`src/rtl/img_stream_pkg.sv`:
```
// Shared definitions for the image-stream path: state encoding, default
// geometry and a counter-width helper used by both FIFO writer and reader.
package img_stream_pkg;

  // Default geometry, shared with the FIFO writer side.
  localparam int unsigned DEFAULT_DATA_WIDTH = 16;
  localparam int unsigned DEFAULT_H_ACTIVE   = 640;
  localparam int unsigned DEFAULT_V_ACTIVE   = 480;
  localparam int unsigned DEFAULT_LINE_GAP   = 4;

  // Line reader state encoding.
  localparam logic [1:0] IDLE   = 2'd0;
  localparam logic [1:0] STREAM = 2'd1;
  localparam logic [1:0] GAP    = 2'd2;

  // Bits needed to count 0..n-1, never less than one bit.
  function automatic int unsigned cnt_width(input int unsigned n);
    return (n <= 1) ? 1 : $clog2(n);
  endfunction

endpackage

```
`src/rtl/stream_out_reg.sv`:
```
// Output register for a valid/ready stream with frame/line flags.
// A load captures a new beat; without a load an accepted beat drains;
// a stalled beat holds data and flags stable.
module stream_out_reg #(
  parameter int unsigned WIDTH = 16
) (
  input  logic             clk,
  input  logic             rst,
  input  logic             load,
  input  logic [WIDTH-1:0] load_data,
  input  logic             load_sof,
  input  logic             load_eol,
  input  logic             load_eof,
  input  logic             ready,
  output logic             free,
  output logic             valid,
  output logic [WIDTH-1:0] data,
  output logic             sof,
  output logic             eol,
  output logic             eof
);

  // Register can take a new beat when empty or when its beat leaves this cycle.
  assign free = !valid || ready;

  // Load / drain / hold of the output beat.
  always_ff @(posedge clk) begin
    if (rst) begin
      valid <= 1'b0;
      data  <= '0;
      sof   <= 1'b0;
      eol   <= 1'b0;
      eof   <= 1'b0;
    end else if (load) begin
      valid <= 1'b1;
      data  <= load_data;
      sof   <= load_sof;
      eol   <= load_eol;
      eof   <= load_eof;
    end else if (ready) begin
      // Data and flags are left as-is; only valid qualifies them.
      valid <= 1'b0;
    end
  end

endmodule

```
`src/rtl/fifo_line_reader.sv`:
```
// Drain side of the image-path FIFO: pops first-word-fall-through pixels and
// presents them as a framed valid/ready stream with an idle gap between lines.
module fifo_line_reader
  import img_stream_pkg::*;
#(
  parameter int unsigned DATA_WIDTH = DEFAULT_DATA_WIDTH,
  parameter int unsigned H_ACTIVE   = DEFAULT_H_ACTIVE,
  parameter int unsigned V_ACTIVE   = DEFAULT_V_ACTIVE,
  parameter int unsigned LINE_GAP   = DEFAULT_LINE_GAP
) (
  input  logic                  sys_clk,
  input  logic                  sys_rst,
  input  logic                  frame_start,
  output logic                  fifo_rd_en,
  input  logic [DATA_WIDTH-1:0] fifo_rd_data,
  input  logic                  fifo_empty,
  output logic                  m_valid,
  input  logic                  m_ready,
  output logic [DATA_WIDTH-1:0] m_data,
  output logic                  m_sof,
  output logic                  m_eol,
  output logic                  m_eof,
  output logic                  busy
);

  localparam int unsigned XW = cnt_width(H_ACTIVE);
  localparam int unsigned YW = cnt_width(V_ACTIVE);
  localparam int unsigned GW = cnt_width(LINE_GAP + 1);

  localparam logic [XW-1:0] X_LAST   = XW'(H_ACTIVE - 1);
  localparam logic [YW-1:0] Y_LAST   = YW'(V_ACTIVE - 1);
  // Unused when LINE_GAP is 0 since GAP is never entered.
  localparam logic [GW-1:0] GAP_LAST = (LINE_GAP > 0) ? GW'(LINE_GAP - 1) : '0;

  logic [1:0]    state_q, state_d;
  logic [XW-1:0] x_q, x_d;
  logic [YW-1:0] y_q, y_d;
  logic [GW-1:0] gap_q, gap_d;

  logic out_free;
  logic load;
  logic at_x_last;
  logic at_y_last;

  assign at_x_last = (x_q == X_LAST);
  assign at_y_last = (y_q == Y_LAST);

  // Reset is folded into load so the FIFO never sees a pop while in reset.
  assign load       = (state_q == STREAM) && !fifo_empty && out_free && !sys_rst;
  assign fifo_rd_en = load;
  assign busy       = (state_q != IDLE) || m_valid;

  // Next-state and counter logic; counters move on pops, not on cycles.
  always_comb begin
    state_d = state_q;
    x_d     = x_q;
    y_d     = y_q;
    gap_d   = gap_q;
    case (state_q)
      IDLE: begin
        // Pulses arriving while the previous frame still drains are dropped.
        if (frame_start && !busy) begin
          state_d = STREAM;
          x_d     = '0;
          y_d     = '0;
        end
      end
      STREAM: begin
        if (load) begin
          if (at_x_last) begin
            x_d = '0;
            if (at_y_last) begin
              y_d     = '0;
              state_d = IDLE;
            end else begin
              y_d = y_q + 1'b1;
              if (LINE_GAP > 0) begin
                state_d = GAP;
                gap_d   = '0;
              end
            end
          end else begin
            x_d = x_q + 1'b1;
          end
        end
      end
      GAP: begin
        if (gap_q == GAP_LAST) begin
          state_d = STREAM;
          gap_d   = '0;
        end else begin
          gap_d = gap_q + 1'b1;
        end
      end
      default: begin
        state_d = IDLE;
        x_d     = '0;
        y_d     = '0;
        gap_d   = '0;
      end
    endcase
  end

  // State and counter registers.
  always_ff @(posedge sys_clk) begin
    if (sys_rst) begin
      state_q <= IDLE;
      x_q     <= '0;
      y_q     <= '0;
      gap_q   <= '0;
    end else begin
      state_q <= state_d;
      x_q     <= x_d;
      y_q     <= y_d;
      gap_q   <= gap_d;
    end
  end

  stream_out_reg #(
    .WIDTH (DATA_WIDTH)
  ) u_out_reg (
    .clk       (sys_clk),
    .rst       (sys_rst),
    .load      (load),
    .load_data (fifo_rd_data),
    .load_sof  ((x_q == '0) && (y_q == '0)),
    .load_eol  (at_x_last),
    .load_eof  (at_x_last && at_y_last),
    .ready     (m_ready),
    .free      (out_free),
    .valid     (m_valid),
    .data      (m_data),
    .sof       (m_sof),
    .eol       (m_eol),
    .eof       (m_eof)
  );

endmodule

```
`config.mk`:
```
export PLATFORM = sky130hd
export DESIGN_NAME = fifo_line_reader
export DESIGN_NICKNAME = d
export VERILOG_FILES = /design/src/rtl/img_stream_pkg.sv /design/src/rtl/stream_out_reg.sv /design/src/rtl/fifo_line_reader.sv
export SDC_FILE = /design/constraint.sdc
export NUM_CORES = 1
export LEC_CHECK = 0
export ABC_AREA = 1
export BUFFER_PORTS_ARGS = -buffer_cell sky130_fd_sc_hd__buf_2
export CELL_PAD_IN_SITES_DETAIL_PLACEMENT = 0
export CELL_PAD_IN_SITES_GLOBAL_PLACEMENT = 1
export CORE_ASPECT_RATIO = 0.75
export CORE_MARGIN = 5
export CORE_UTILIZATION = 42
export DETAILED_ROUTE_END_ITERATION = 6
export PLACE_DENSITY = 0.85
export RECOVER_POWER = 50
export SYNTH_ARGS = -nofsm -noshare
export SYNTH_HDL_FRONTEND = slang
export SYNTH_HIERARCHICAL = 1
export SYNTH_SLANG_ARGS = --single-unit
```
`constraint.sdc`:
```
create_clock -name sys_clk -period 2.6 [get_ports sys_clk]
set_input_delay 0.39 -clock sys_clk [delete_from_list [all_inputs] [get_ports sys_clk]]
set_output_delay 0.39 -clock sys_clk [all_outputs]
set_load 0.05 [all_outputs]
```
==> impl_metrics.ini, run 1 <==
[outcome]
status = finished clean

[worst_setup_path]
crit_path_top_delay_cell = nand2_1
path_delay_family = simple AND/OR/NAND/NOR gates
worstSetupPathType = reg2reg
crit_path_frequent_cell = nand2_1
reg2reg_slack_ns = 0.47
crit_path_cell_trace = ha_1 -> inv_1 -> nor2_1 -> nand3_1 -> nand2_1 -> nand2_1 -> nand2_1 -> nand2_1 -> nand2_1 -> inv_1
worstPathMaxFanout = 13
worstPathRequired_ns = 2.80
crit_buf_inv = 2
critPathLaunchType = flop
worst-path-stages = 10
ff2ff_path_depth = 10
end_kind = flop
regToRegStartpoint = x_q[0]
r2r_end = y_q[6]
cp.arrival_ns = 2.33
slowest_delay_ns = 0.50

[timing]
clock.fmax_mhz = 469.6
hold_violations = 0
fin_ws_ns = 0.4704
timing.final.max_slew_violations = 0
slew_headroom = 0.5891
finalCritPeriodShare = 0.8191
hold-worst-slack_ns = 0.3023
worst_pin_slew_ns = 0.6191
min_period_ns = 2.130
setup_violations = 0
setup_tns_ns = 0
rsz0062_at_grt = no
finClkSkew_ns = 0.009780

[min_path]
hold_end = u_out_reg/data[15]
hp-start = fifo_rd_data[15]
hold_class = in2reg
whs_path_depth = 3

[finish]
drive_above_1_share = 0.1412
syn_to_final_growth_pct = 12.46
fillers = 510
final_common_cell = nor2_1
multi_input_area_mm2 = 0.001061
fin_cells = 426
final_cell_mix = 73 x nor2_1, 54 x nand2_1, 44 x dfxtp_1, 37 x inv_1, 29 x o21ai_0
utilization = 0.4965
nets = 379
n_antenna_cell = 0
finalInstanceArea_mm2 = 0.002474
register_area_um2 = 880.8

[pwr]
p_clk_frac = 0.248
combPwrFrac = 0.301
power_density_mw_per_mm2 = 695.9
sequentialPowerShare = 0.451
sw_frac_of_total = 0.3812
power.switching_mw = 0.6562
p_int_mw = 1.065
peakVddDrop_mv = 0.3391
p_total_mw = 1.721
p_leak_nw = 1.141

[route]
detail_route.iter0.violations = 115
post_drt_wl_per_cell_um = 11.65
drc = 0
wl_um = 4962
num_vias = 1946
ant_nets = 0
first_pass_iters = 4
viasPerCell = 4.568

[global_routing]
grt_max_degree = 21
antenna_found_initial = 0
grt_usage = 0.1528
grt_pass1_wl_um = 8411
grt_remaining_overflow = 0
grt_pass1_vias = 1858

[placed_design]
post-dp-hpwl_um = 3713
place_inst = 418
place_congestion = 0.7876
placed_area_mm2 = 0.002430
port_buffers = 42
pre_cts_slack_ns = 0.8003

[synth]
ys_seq_area_frac = 0.4005
synth_cells = 310
async_flop_share = 0
ys.flop_type = dfxtp_1
synth_edf_count = 0
ys_seq_elements = 44
avgSynthCellArea_um2 = 7.096
yosys_warnings = 6
syn_area_mm2 = 0.002200
syn-num-nets = 336
synth_top_area_frac = 0.4005
ys_top_cells_by_area = dfxtp_1 40%, nor2_1 12%, nand2_1 8.9%, o21ai_0 6.6%, inv_1 6.3%
synth_cell_types = 34
yosys.area.top_type = dfxtp_1

[clock_tree]
insertion_delay_ns = 0.30
clock_path_buffers = 2
post_cts_buffers = 0
cts_resized = 0
ctsHoldBuffers = 0
cts-root-buf = clkbuf_8
clock-sinks = 44
clk_pin_slew_worst_paths_ns = 0.09
cts_tree = yes
htree_levels = 2
cts_made_buffers = 5

[die]
ios = 43
design.die.area_mm2 = 0.006799
dieHeight_um = 72.67
die_width_um = 93.57
start_util = 0.4415
fp-row-count = 22
core-area_mm2 = 0.004982

[run]
cap_violations = 0
-- cell families after synthesis --
| family | after synthesis | share of synthesized area |
|---|---|---|
| flops | 44 | 0.4005 |
| buf+inv | 49 | 0.1092 |
| simple gates | 163 | 0.3339 |
| xor+xnor | 5 | 0.01991 |
| compound gates | 44 | 0.1081 |
| fa+ha+maj | 5 | 0.02844 |
-- cells in the mapped netlist, types with 4 or more instances --
cell type / n
ha_1: 5
nand2_1: 52
buf_6: 4
dfxtp_1: 44
o21ai_1: 6
a21oi_1: 5
nor2_2: 8
nand3_1: 12
inv_1: 37
o21ai_0: 29
nor2_1: 72
nand4_1: 7
-- state kept, by name, indices dropped and copies added, names as in the netlist --
register         flops
y_q                  9
x_q                 10
gap_q                3
u_out_reg/eof        1
u_out_reg/eol        1
u_out_reg/valid      1
u_out_reg/sof        1
u_out_reg/data      16
state_q              2
-- routing by layer --
layer	part of all wire	up-vias	GRT usage
met5	0	-	0
met3	0.054	5	0.04227
met4	0.0099	0	0.03365
met2	0.40	44	0.2219
li1	-	1053	-
met1	0.53	844	0.2246
-- power groups by stage --
stage / Sequential (mW) / Combinational (mW) / Clock (mW)
floorplan: 0.861 / 0.361 / 0
global placement: 0.789 / 0.540 / 0
detailed placement: 0.789 / 0.537 / 0
CTS: 0.776 / 0.541 / 0.443
global route: 0.785 / 0.581 / 0.476
finish: 0.777 / 0.518 / 0.427
-- worst register-to-register path, delay by kind of cell, from the launching register on --
kind	cells	cell delay, ns
fa+ha+maj	1	0.21
simple gates	7	1.36
flops	1	0.38
buf+inv	2	0.09
-- layout make-up --
type,instances,area share
clock buffers,5,0.02782
well taps,72,0.03642
multi-input cells,217,0.4289
flip-flops and latches,44,0.3561
repair buffers,43,0.07739
inverters,42,0.06576
clock inverters,3,0.007587
-- worst max-delay path by stage --
stage / from / to / slack [ns]
after floorplan: u_out_reg/valid / u_out_reg/data[3] / 0.45
after detailed placement: state_q[0] / u_out_reg/data[14] / 0.80
after global routing: x_q[0] / y_q[5] / 0.17
after CTS: state_q[0] / fifo_rd_en / 0.49
after global placement: state_q[0] / u_out_reg/sof / 0.76
final: x_q[0] / y_q[6] / 0.47
Power figures use the tool's default switching activity.
==> run 2, diff against run 1 <==
--- a/config.mk
+++ b/config.mk
@@ -5,15 +5,15 @@
 export SDC_FILE = /design/constraint.sdc
 export NUM_CORES = 1
 export LEC_CHECK = 0
-export ABC_AREA = 1
+export ABC_AREA = 0
 export BUFFER_PORTS_ARGS = -buffer_cell sky130_fd_sc_hd__buf_2
 export CELL_PAD_IN_SITES_DETAIL_PLACEMENT = 0
 export CELL_PAD_IN_SITES_GLOBAL_PLACEMENT = 1
 export CORE_ASPECT_RATIO = 0.75
 export CORE_MARGIN = 5
-export CORE_UTILIZATION = 42
+export CORE_UTILIZATION = 41
 export DETAILED_ROUTE_END_ITERATION = 6
-export PLACE_DENSITY = 0.85
+export PLACE_DENSITY = 0.8
 export RECOVER_POWER = 50
 export SYNTH_ARGS = -nofsm -noshare
 export SYNTH_HDL_FRONTEND = slang
==> constraint.sdc (replaced) <==
create_clock -name sys_clk -period 2.2 [get_ports sys_clk]
set_input_delay 0.33 -clock sys_clk [delete_from_list [all_inputs] [get_ports sys_clk]]
set_output_delay 0.33 -clock sys_clk [all_outputs]
set_load 0.05 [all_outputs]
==> run 2 against run 1 <==
Total power down 9.2%. Clock skew shrank 0.0068 ns. Die area fell by 0.41%. Combinational power shrank 60%. Via count decreased by 6.4%. Critical endpoint is now fifo_rd_en.
==> impl_metrics.ini, run 2 <==
[outcome]
status = finished clean

[pwr]
p_leak_nw = 0.8956
power.switching_mw = 0.4278
peakVddDrop_mv = 0.3196
sequentialPowerShare = 0.532
p_clk_frac = 0.335
p_int_mw = 1.135
combPwrFrac = 0.133
sw_frac_of_total = 0.2737
power_density_mw_per_mm2 = 637.6
p_total_mw = 1.563

[die]
dieHeight_um = 72.53
start_util = 0.4289
die_width_um = 93.37
ios = 43
fp-row-count = 22
core-area_mm2 = 0.004982
design.die.area_mm2 = 0.006771

[route]
num_vias = 1821
drc = 0
first_pass_iters = 4
detail_route.iter0.violations = 196
wl_um = 4729
viasPerCell = 5.233
ant_nets = 0
post_drt_wl_per_cell_um = 13.59

[worst_setup_path]
r2r_end = u_out_reg/data[9]
crit_buf_inv = 1
ff2ff_path_depth = 6
slowest_delay_ns = 0.38
crit_path_cell_trace = nand2b_1 -> nor3b_4 -> and2_2 -> buf_2
regToRegStartpoint = u_out_reg/valid
worstPathMaxFanout = 6
critPathLaunchType = flop
crit_path_top_delay_cell = dfxtp_1
path_delay_family = simple AND/OR/NAND/NOR gates
reg2reg_slack_ns = 0.29
worstSetupPathType = reg2out
cp.arrival_ns = 1.67
worstPathRequired_ns = 1.87
end_kind = output port

[timing]
hold_violations = 0
finClkSkew_ns = 0.002968
min_period_ns = 2.003
rsz0062_at_grt = no
hold-worst-slack_ns = 0.2710
slew_headroom = 0.5779
setup_tns_ns = 0
finalCritPeriodShare = 0.9105
clock.fmax_mhz = 499.2
timing.final.max_slew_violations = 0
setup_violations = 0
fin_ws_ns = 0.1969
worst_pin_slew_ns = 0.6332

[synth]
ys.flop_type = dfxtp_1
async_flop_share = 0
synth_xor_area_frac = 0.004098
ys_top_cells_by_area = dfxtp_1 41%, mux2i_1 9.8%, nor2_1 4.2%, ha_1 2.9%, a21oi_1 2.8%
synth-compound-area-share = 0.1434
synth_top_area_frac = 0.4122
avgSynthCellArea_um2 = 9.211
ys_seq_elements = 44
yosys_warnings = 6
synthAdderAreaFrac = 0.02927
synth_simple_gate_area_share = 0.2518
synth_edf_count = 0
ys_seq_area_frac = 0.4122
syn_area_mm2 = 0.002137
synth_cells = 232
synth_cell_types = 48
yosysMostFrequentCell = dfxtp_1
yosys.area.top_type = dfxtp_1
synthTopCellsByCount = 44 x dfxtp_1, 24 x nor2_1, 21 x mux2i_1
syn-num-nets = 258
synth_mux_area_frac = 0.09836
synth_top_family_by_area = simple AND/OR/NAND/NOR gates

[clock_tree]
post_cts_buffers = 0
cts_resized = 0
cts_tree = yes
cts-root-buf = clkbuf_8
cts_made_buffers = 5
clock-sinks = 44
ctsHoldBuffers = 0
htree_levels = 2
insertion_delay_ns = 0.29
clk_pin_slew_worst_paths_ns = 0.08
clock_path_buffers = 2

[run]
cap_violations = 0

[global_routing]
grt_usage = 0.1466
grt_pass1_vias = 1674
antenna_found_initial = 0
grt_pass1_wl_um = 8052
grt_remaining_overflow = 0
grt_max_degree = 20

[min_path]
hold_class = in2reg
hp-start = fifo_rd_data[14]
hold_end = u_out_reg/data[14]
whs_path_depth = 3

[finish]
largest_register = u_out_reg/data
finalInstanceArea_mm2 = 0.002451
nets = 301
largest_reg_flops = 16
reg_top3 = u_out_reg/data (16), x_q (10), y_q (9)
fin_cells = 348
final_cell_mix = 44 x dfxtp_1, 24 x nor2_1, 22 x clkbuf_1, 21 x mux2i_1, 21 x buf_2
final_common_cell = dfxtp_1
syn_to_final_growth_pct = 14.70
n_antenna_cell = 0
utilization = 0.4920
drive_above_1_share = 0.1558

[placed_design]
pre_cts_slack_ns = 0.3121
place_inst = 340
place_congestion = 0.8033
post-dp-hpwl_um = 3567
port_buffers = 42
placed_area_mm2 = 0.002390
-- run 2: cell types whose count changed after synthesis, sizes merged, moves of 5 or more --
cell,before,now
or3,0,7
o21ai,36,12
nand2,55,13
inv,42,12
nor2,81,24
mux2i,0,21
a21oi,6,13
or4,0,5
-- run 2: area by class of cell --
type,count,area (um^2)
inverters,12,45.04
multi-input cells,165,1125
clock buffers,6,82.58
flip-flops and latches,44,880.8
repair buffers,47,217.7
well taps,72,90.09
fillers,483,2531
clock inverters,2,10.01
-- run 2: logic make-up after synthesis --
kind of cell | count (synthesis)
buf+inv | 23
flops | 44
compound gates | 47
mux | 21
simple gates | 91
xor+xnor | 1
fa+ha+maj | 5
-- run 2: worst max path at each step --
stage,startpoint,end,slack (ns),depth (start not counted)
global route,u_out_reg/valid,fifo_rd_en,0.10,4
detailed placement,sys_rst,x_q[5],0.31,5
global placement,sys_rst,x_q[9],0.35,5
finish,u_out_reg/valid,fifo_rd_en,0.20,4
floorplan,u_out_reg/valid,x_q[1],0.31,6
CTS,u_out_reg/valid,fifo_rd_en,0.18,4
-- run 2: metal layers --
layer  routed length (um)  GRT usage  up-vias
li1                     -          -      927
met1                 2532     0.2176      852
met2                 1876     0.1997       37
met3                  287    0.05285        5
met4                   31    0.03415        0
met5                    0          0        -
-- run 2: power by group through the flow --
stage / Sequential [mW] / Combinational (mW) / Clock, mW
finish: 0.832 / 0.207 / 0.524
global route: 0.835 / 0.226 / 0.570
CTS: 0.832 / 0.214 / 0.542
detailed placement: 0.850 / 0.213 / 0
global placement: 0.850 / 0.212 / 0
floorplan: 0.886 / 0.118 / 0
-- run 2: worst min-delay path, cell delays in order --
cell and delay, ns:
buf_2 0.07, mux2i_1 0.05, nor2_1 0.07
==> run 3, diff against run 2 <==
--- a/config.mk
+++ b/config.mk
@@ -7,11 +7,11 @@
 export LEC_CHECK = 0
 export ABC_AREA = 0
 export BUFFER_PORTS_ARGS = -buffer_cell sky130_fd_sc_hd__buf_2
-export CELL_PAD_IN_SITES_DETAIL_PLACEMENT = 0
-export CELL_PAD_IN_SITES_GLOBAL_PLACEMENT = 1
+export CELL_PAD_IN_SITES_DETAIL_PLACEMENT = 2
+export CELL_PAD_IN_SITES_GLOBAL_PLACEMENT = 2
 export CORE_ASPECT_RATIO = 0.75
 export CORE_MARGIN = 5
-export CORE_UTILIZATION = 41
+export CORE_UTILIZATION = 33
 export DETAILED_ROUTE_END_ITERATION = 6
 export PLACE_DENSITY = 0.8
 export RECOVER_POWER = 50
==> run 3 against run 2 <==
First-iteration DRC count fell by 59%. Hold slack got worse by 0.0096 ns. Utilization fell by 9.8 points. Critical path depth did not move. Sequential share of layout area fell by 0.35 points. Maximum frequency barely moved. Highest routed layer unchanged.
==> impl_metrics.ini, run 3 (synthesis gave the netlist of run 2 again) <==
[clock_tree]
htree_levels = 2
clock_path_buffers = 2
cts_tree = yes
clock-sinks = 44
ctsHoldBuffers = 0
cts-root-buf = clkbuf_8
post_cts_buffers = 0
cts_resized = 0
clk_pin_slew_worst_paths_ns = 0.09
insertion_delay_ns = 0.30
cts_made_buffers = 5

[timing]
rsz0062_at_grt = no
setup_tns_ns = 0
worst_pin_slew_ns = 0.6828
hold_violations = 0
setup_violations = 0
clock.fmax_mhz = 499.3
min_period_ns = 2.003
fin_ws_ns = 0.1972
slew_headroom = 0.5448
timing.final.max_slew_violations = 0
finClkSkew_ns = 0.005897
hold-worst-slack_ns = 0.2615
finalCritPeriodShare = 0.9104

[worst_setup_path]
worstSetupPathType = reg2out
worstPathRequired_ns = 1.87
worstPathMaxFanout = 4
critPathLaunchType = flop
ff2ff_path_depth = 5
cp.arrival_ns = 1.67
end_kind = output port
startpoint = u_out_reg/valid
regToRegStartpoint = u_out_reg/valid

[finish]
final_common_cell = dfxtp_1
largest_register = u_out_reg/data
fin_cells = 356
fillers = 711
largest_reg_flops = 16
utilization = 0.3936
n_antenna_cell = 0
reg_top3 = u_out_reg/data (16), x_q (10), y_q (9)
nets = 300
syn_to_final_growth_pct = 15.81
finalInstanceArea_mm2 = 0.002475
final_cell_mix = 44 x dfxtp_1, 24 x nor2_1, 21 x mux2i_1, 21 x buf_2, 21 x clkbuf_1
drive_above_1_share = 0.1564

[route]
ant_nets = 0
viasPerCell = 5.272
detail_route.iter0.violations = 80
first_pass_iters = 4
num_vias = 1877
post_drt_wl_per_cell_um = 17.38
drc = 0
wl_um = 6186

[placed_design]
post-dp-hpwl_um = 4642
place_congestion = 0.7404
placed_area_mm2 = 0.002394
port_buffers = 42
place_inst = 348
pre_cts_slack_ns = 0.2833

[die]
ios = 43
fp-row-count = 25
start_util = 0.3399
die_width_um = 102.9
dieHeight_um = 79.69
core-area_mm2 = 0.006287
design.die.area_mm2 = 0.008202

[min_path]
whs_path_depth = 3
hold_class = in2reg
hp-start = fifo_rd_data[5]

[outcome]
status = finished clean

[pwr]
p_leak_nw = 0.8968
power_density_mw_per_mm2 = 681.0
peakVddDrop_mv = 0.2696
p_total_mw = 1.685

[global_routing]
grt_busiest_layer = met2
grt_usage = 0.1647
grt_use_met2 = 0.2682
gr-usage-met1 = 0.2082
grt_pass1_wl_um = 10690
met3_usage = 0.06026
grt_max_degree = 21
grt_pass1_vias = 2152
antenna_found_initial = 0
grt_remaining_overflow = 0

[run]
cap_violations = 0
## run 3: changes by cell type in the layout (fill, tap and decap cells not counted)
| cell | before | now |
|---|---|---|
| clkinv_2 | 2 | 0 |
| bufinv_16 | 0 | 1 |
| clkbuf_1 | 22 | 21 |
| clkbuf_8 | 6 | 5 |
| clkinvlp_4 | 0 | 1 |
| inv_6 | 0 | 1 |
| nor3b_2 | 1 | 2 |
| nor3b_4 | 3 | 2 |
## run 3: layout make-up
| class | count | area (um^2) | area share |
|---|---|---|---|
| multi-input cells | 165 | 1119 | 0.4520 |
| inverters | 12 | 45.04 | 0.01820 |
| repair buffers | 46 | 214.0 | 0.08645 |
| flip-flops and latches | 44 | 880.8 | 0.3559 |
| clock buffers | 5 | 68.82 | 0.02781 |
| well taps | 81 | 101.3 | 0.04095 |
| clock inverters | 3 | 46.29 | 0.01871 |
## run 3: final timing paths
path	end	slack (ns)
setup reg to reg	x_q[9]	0.22
hold / removal	u_out_reg/data[5]	0.26
hold reg to reg	u_out_reg/sof	0.50
setup / recovery	fifo_rd_en	0.20
## run 3: critical path, cell delays in order (launching register included)
cell	delay (ns)
dfxtp_1	0.37
nand2b_1	0.11
nor3b_2	0.39
and2_2	0.24
buf_2	0.26
## run 3: report_power, final
group          internal (mW)  leakage [nW]  switching (mW)  total (mW)
clock                  0.342        0.0548           0.300       0.642
sequential             0.815         0.356          0.0174       0.833
combinational         0.0677         0.486           0.143       0.211
## run 3: metal layers
layer	vias to the layer above	wire, um
met3	6	370
li1	922	-
met2	38	2896
met4	0	51
met5	-	0
met1	911	2867
